--- config.mk ---
export PLATFORM = sky130hd
export DESIGN_NAME = mem_arbiter
export DESIGN_NICKNAME = d
export VERILOG_FILES = /design/src/rtl/mem_pkg.sv /design/src/rtl/arb_wait_ctr.sv /design/src/rtl/mem_arbiter.sv
export SDC_FILE = /design/constraint.sdc
export NUM_CORES = 1
export LEC_CHECK = 0
export CAP_MARGIN = 20
export CORE_MARGIN = 2
export CORE_UTILIZATION = 40
export DETAILED_ROUTE_END_ITERATION = 7
export PLACE_DENSITY = 0.78
export SKIP_CTS_REPAIR_TIMING = 1
export SLEW_MARGIN = 0
export SYNTH_ARGS = -nofsm -noshare
export SYNTH_HDL_FRONTEND = slang
export SYNTH_SLANG_ARGS = --single-unit
--- constraint.sdc ---
create_clock -name ARB_clk -period 5.1 [get_ports ARB_clk]
set_clock_uncertainty 0.15 [all_clocks]
set_input_delay 0.765 -clock ARB_clk [delete_from_list [all_inputs] [get_ports ARB_clk]]
set_output_delay 0.765 -clock ARB_clk [all_outputs]
set_load 0.005 [all_outputs]
--- src/rtl/mem_pkg.sv ---
// Shared types and constants for the RAM arbiter: FSM states, owner encoding
// and default bus widths.
package mem_pkg;

  localparam int ADDR_W_DEF = 8;
  localparam int DATA_W_DEF = 8;

  typedef enum logic [1:0] {
    IDLE   = 2'd0,
    ACCESS = 2'd1,
    RESP   = 2'd2
  } arb_state_e;

  localparam logic OWN_CPU = 1'b0;
  localparam logic OWN_LD  = 1'b1;

endpackage

--- src/rtl/arb_wait_ctr.sv ---
// Saturating count of consecutive arbitrations the loader lost to the CPU.
// at_max_o forces the next loader request to win.
module arb_wait_ctr #(
  parameter int MAX_WAIT = 4
) (
  input  logic clk_i,
  input  logic rst_i,
  input  logic inc_i,
  input  logic clr_i,
  output logic at_max_o
);

  localparam int CW = $clog2(MAX_WAIT + 1);
  localparam logic [CW-1:0] MAX_C = CW'(MAX_WAIT);

  logic [CW-1:0] cnt_q, cnt_d;

  always_comb begin
    cnt_d = cnt_q;
    if (clr_i) begin
      cnt_d = '0;
    end else if (inc_i && (cnt_q != MAX_C)) begin
      cnt_d = cnt_q + 1'b1;
    end
  end

  always_ff @(posedge clk_i) begin
    if (rst_i) begin
      cnt_q <= '0;
    end else begin
      cnt_q <= cnt_d;
    end
  end

  assign at_max_o = (cnt_q == MAX_C);

endmodule

--- src/rtl/mem_arbiter.sv ---
// Single-port RAM sequencer shared between the CPU memory path and the
// program loader: fixed CPU priority, loader anti-starvation and burst lock.
module mem_arbiter
  import mem_pkg::*;
#(
  parameter int ADDR_W   = ADDR_W_DEF,
  parameter int DATA_W   = DATA_W_DEF,
  parameter int MAX_WAIT = 4
) (
  input  logic              ARB_clk,
  input  logic              ARB_rst,
  input  logic              cpu_req,
  input  logic              cpu_we,
  input  logic [ADDR_W-1:0] cpu_addr,
  input  logic [DATA_W-1:0] cpu_wdata,
  input  logic              ld_req,
  input  logic              ld_we,
  input  logic [ADDR_W-1:0] ld_addr,
  input  logic [DATA_W-1:0] ld_wdata,
  input  logic              ld_lock,
  output logic              cpu_gnt,
  output logic              ld_gnt,
  output logic [DATA_W-1:0] cpu_rdata,
  output logic [DATA_W-1:0] ld_rdata,
  output logic              cpu_rvalid,
  output logic              ld_rvalid,
  output logic [ADDR_W-1:0] ram_addr,
  output logic [DATA_W-1:0] ram_wdata,
  output logic              ram_we,
  input  logic [DATA_W-1:0] ram_rdata,
  output logic              busy
);

  arb_state_e        state_q, state_d;
  logic              owner_q, owner_d;
  logic              we_q, we_d;
  logic              lock_q, lock_d;
  logic [ADDR_W-1:0] ram_addr_q, ram_addr_d;
  logic [DATA_W-1:0] ram_wdata_q, ram_wdata_d;
  logic [DATA_W-1:0] cpu_rdata_q, cpu_rdata_d;
  logic [DATA_W-1:0] ld_rdata_q, ld_rdata_d;

  logic at_max;
  logic ld_win, cpu_win;
  logic arb_cycle;
  logic wait_inc, wait_clr;

  // Lock and starvation override CPU priority only while the loader is asking.
  assign arb_cycle = (state_q == IDLE);
  assign ld_win    = ld_req && (lock_q || at_max || !cpu_req);
  assign cpu_win   = cpu_req && !ld_win;
  assign wait_inc  = arb_cycle && cpu_win && ld_req;
  assign wait_clr  = arb_cycle && (ld_win || !ld_req);

  arb_wait_ctr #(
    .MAX_WAIT (MAX_WAIT)
  ) u_wait_ctr (
    .clk_i    (ARB_clk),
    .rst_i    (ARB_rst),
    .inc_i    (wait_inc),
    .clr_i    (wait_clr),
    .at_max_o (at_max)
  );

  always_comb begin
    state_d     = state_q;
    owner_d     = owner_q;
    we_d        = we_q;
    lock_d      = lock_q;
    ram_addr_d  = ram_addr_q;
    ram_wdata_d = ram_wdata_q;
    cpu_rdata_d = cpu_rdata_q;
    ld_rdata_d  = ld_rdata_q;
    case (state_q)
      IDLE: begin
        if (ld_win && ld_lock) begin
          lock_d = 1'b1;
        end else if (!ld_lock || !ld_req) begin
          lock_d = 1'b0;
        end
        if (ld_win) begin
          owner_d     = OWN_LD;
          we_d        = ld_we;
          ram_addr_d  = ld_addr;
          ram_wdata_d = ld_wdata;
          state_d     = ACCESS;
        end else if (cpu_win) begin
          owner_d     = OWN_CPU;
          we_d        = cpu_we;
          ram_addr_d  = cpu_addr;
          ram_wdata_d = cpu_wdata;
          state_d     = ACCESS;
        end
      end
      ACCESS: begin
        state_d = we_q ? IDLE : RESP;
      end
      RESP: begin
        if (owner_q == OWN_LD) begin
          ld_rdata_d = ram_rdata;
        end else begin
          cpu_rdata_d = ram_rdata;
        end
        state_d = IDLE;
      end
      default: begin
        state_d = IDLE;
      end
    endcase
  end

  always_ff @(posedge ARB_clk) begin
    if (ARB_rst) begin
      state_q     <= IDLE;
      owner_q     <= OWN_CPU;
      we_q        <= 1'b0;
      lock_q      <= 1'b0;
      ram_addr_q  <= '0;
      ram_wdata_q <= '0;
      cpu_rdata_q <= '0;
      ld_rdata_q  <= '0;
    end else begin
      state_q     <= state_d;
      owner_q     <= owner_d;
      we_q        <= we_d;
      lock_q      <= lock_d;
      ram_addr_q  <= ram_addr_d;
      ram_wdata_q <= ram_wdata_d;
      cpu_rdata_q <= cpu_rdata_d;
      ld_rdata_q  <= ld_rdata_d;
    end
  end

  // Strobes are gated by reset so a reset cycle never issues a write or grant.
  assign cpu_gnt    = !ARB_rst && (state_q == ACCESS) && (owner_q == OWN_CPU);
  assign ld_gnt     = !ARB_rst && (state_q == ACCESS) && (owner_q == OWN_LD);
  assign ram_we     = !ARB_rst && (state_q == ACCESS) && we_q;
  assign cpu_rvalid = !ARB_rst && (state_q == RESP) && (owner_q == OWN_CPU);
  assign ld_rvalid  = !ARB_rst && (state_q == RESP) && (owner_q == OWN_LD);

  // Read data is forwarded in the strobe cycle, then held by the register.
  assign cpu_rdata = cpu_rvalid ? ram_rdata : cpu_rdata_q;
  assign ld_rdata  = ld_rvalid  ? ram_rdata : ld_rdata_q;

  assign ram_addr  = ram_addr_q;
  assign ram_wdata = ram_wdata_q;
  assign busy      = (state_q != IDLE);

endmodule
==> impl_metrics.ini <==
[clock_tree]
cts.root.buffer_cell = clkbuf_8
numCtsBuffers = 5
cts_buffer_depth = 2
cts_tree = built
clk_latency_ns = 0.29
cts.sinks = 40
clkTransAtPathRegs_ns = 0.07
htree_levels = 2

[routing]
ant_nets = 0
post_drt_wl_per_cell_um = 13.7
dr_total_vias = 1680
drt_pass1_iterations = 4
drt_iter0_drc = 58
drc = 0
avgViaCountPerCell = 5.11
routed_wl_um = 4520

[die]
core_mm2 = 0.00441
die_h_um = 72.0
row_count = 24
dieArea_mm2 = 0.00518
io_pins = 85
die_x_um = 72.0
initial_core_util = 0.419

[worst_setup_path]
startpoint_type = primary input
r2r_slack_ns = 3.31
rr_endpoint = we_q
cp-startpoint = ARB_rst
reg2reg_depth = 6
crit_type = primary input to output pin
worstPathMaxFanout = 17
cp-end-kind = output pin
critPathRequiredTime_ns = 4.18
arrival_ns = 2.85
worstSetupEndpoint = ld_rdata[3]
reg2reg_from = u_wait_ctr.cnt_q[0]

[power_and_ir_drop]
power_uw = 735
power_frac_comb = 0.232
p_int_uw = 542
power.density_mw_per_mm2 = 263
ir_drop_mv = 0.138
clkPwrFrac = 0.294
sequentialPowerShare = 0.474
p_leak_nw = 1.09
p_sw_uw = 194
sw_frac_of_total = 0.264

[layout]
area_growth_pct = 50.9
drive_gt1_frac = 0.159
final_cell_area_mm2 = 0.00279
fin_nets = 325
fill_cells = 400
diodes = 0
regArea_um2 = 801
multi_input_area_um2 = 970

[yosys]
synthAdderAreaFrac = 0.0135
synth.mux.area_fraction = 0.0995
synthesis.area_mm2 = 0.00185
yosysSeqAreaShare = 0.433
synth-simple-area-share = 0.168
yosys.cell_types.count = 34
synth-compound-area-share = 0.244
synth-main-ff-cell = dfxtp_1
synth_top_family_by_area = compound AO/OA/AOI/OAI gates
synth_nets = 243
syn_inst = 194
synth_seq_cells = 40
async_reset_ff_frac = 0
synth-edff-count = 0
synth-xor-area-share = 0
yosys_warnings = 0
syn_avg_cell_area_um2 = 9.53

[timing]
slew_viol_final = 0
fin_setup_tns_ns = 0
fmax_mhz = 265
fin_crit_ns = 3.77
tightest_slew_ns = 0.777
fin_crit_sh = 0.739
slew_headroom = 0.479
finalSetupViolCount = 0
hold_violations = 0
rsz0062_at_grt = no

[hold_path]
holdCritPathClass = register to register

[grt]
antenna_found_initial = 0
grt_max_degree = 27
grt_pass1_vias = 1625
grt_usage = 0.184
grt_pass1_wl_um = 7500
grt-ovfl-total = 0

[placed_design]
port-buffer-count = 84
dp_hpwl_um = 3210
place_area_mm2 = 0.00270
gp_congestion = 0.873

[status]
outcome = completed

[flow_run]
max_cap_viol_count = 0
==> sequential cells by signal, indices dropped and copies added (netlist names) <==
name,count
u_wait_ctr.cnt_q,3
ram_addr,8
we_q,1
cpu_rdata_q,8
ram_wdata,8
state_q,2
owner_q,1
ld_rdata_q,8
lock_q,1
==> synth_stat cells, types with 2 or more instances <==
| cell type | n | share of area |
|---|---|---|
| dfxtp_1 | 40 | 0.43 |
| nor2_1 | 25 | 0.051 |
| a21oi_1 | 21 | 0.057 |
| nand2_1 | 21 | 0.043 |
| a211oi_1 | 17 | 0.069 |
| mux2_2 | 15 | 0.091 |
| a22o_1 | 8 | 0.038 |
| a22o_2 | 8 | 0.043 |
| buf_4 | 4 | 0.016 |
| buf_2 | 3 | 0.0081 |
| inv_1 | 3 | 0.0061 |
| and2_1 | 2 | 0.0068 |
| clkbuf_1 | 2 | 0.0041 |
| ha_1 | 2 | 0.014 |
| nor2_4 | 2 | 0.012 |
| nor3_1 | 2 | 0.0054 |
| nor3b_1 | 2 | 0.0081 |
==> worst max-delay path, stage by stage <==
cell and delay, ns:
clkdlybuf4s50_1 0.53, nor3b_4 0.70, mux2_2 0.41, clkdlybuf4s50_1 0.44
==> cell type report <==
cell class | instances | area share
Multi-Input combinational cell | 140 | 0.347
Timing Repair Buffer | 85 | 0.304
Sequential cell | 40 | 0.287
Clock buffer | 6 | 0.0296
Tap cell | 52 | 0.0233
Inverter | 4 | 0.00538
Clock inverter | 2 | 0.00359
==> power by group through the flow <==
stage	Clock [mW]	Combinational, mW	Sequential, mW
after floorplan	0	0.0788	0.355
after global placement	0	0.171	0.355
after detailed placement	0	0.172	0.355
after CTS	0.223	0.173	0.348
after global routing	0.238	0.189	0.352
final	0.216	0.171	0.348
==> metal layers <==
| metal | routed length [um] | up-vias | track usage |
|---|---|---|---|
| met5 | 0 | - | 0 |
| met4 | 63 | 0 | 0.0629 |
| met3 | 411 | 6 | 0.0750 |
| met2 | 1990 | 67 | 0.280 |
| met1 | 2050 | 744 | 0.238 |
| li1 | - | 863 | - |
==> worst min path at each step <==
stage / endpoint / slack (ns) / from / cells after the start
after floorplan: state_q[1] / 0.25 / we_q / 1
after global placement: state_q[1] / 0.29 / we_q / 1
after detailed placement: state_q[1] / 0.29 / we_q / 1
after CTS: state_q[1] / 0.32 / we_q / 1
after global routing: cpu_rdata_q[4] / 0.35 / cpu_rdata_q[4] / 1
final: state_q[1] / 0.31 / we_q / 1
==> kinds of logic after synthesis <==
logic type | after synthesis
adders and majority gates | 2
DFF | 40
and+or+nand+nor | 61
muxes | 16
buffers and inverters | 14
AOI/OAI and AO/OA | 61
==> layout by cell type (no fill, tap or decap), drive strengths merged, types with 3 or more instances in the layout <==
cell	n
clkbuf	6
inv	4
mux2	16
a22o	16
a21oi	21
dfxtp	40
a211oi	17
nand2	21
nor3	3
clkdlybuf4s50	84
nor3b	3
nor2	27
==> through the flow <==
stage,instances,setup WS [ns],util,hold WS [ns]
after floorplan,194,2.39,-,0.253
after global placement,321,1.36,0.611,0.287
after detailed placement,321,1.32,0.611,0.290
after CTS,329,1.31,0.632,0.316
after global routing,329,1.21,0.632,0.345
final,329,1.33,0.632,0.309
Power figures use the tool's default switching activity.
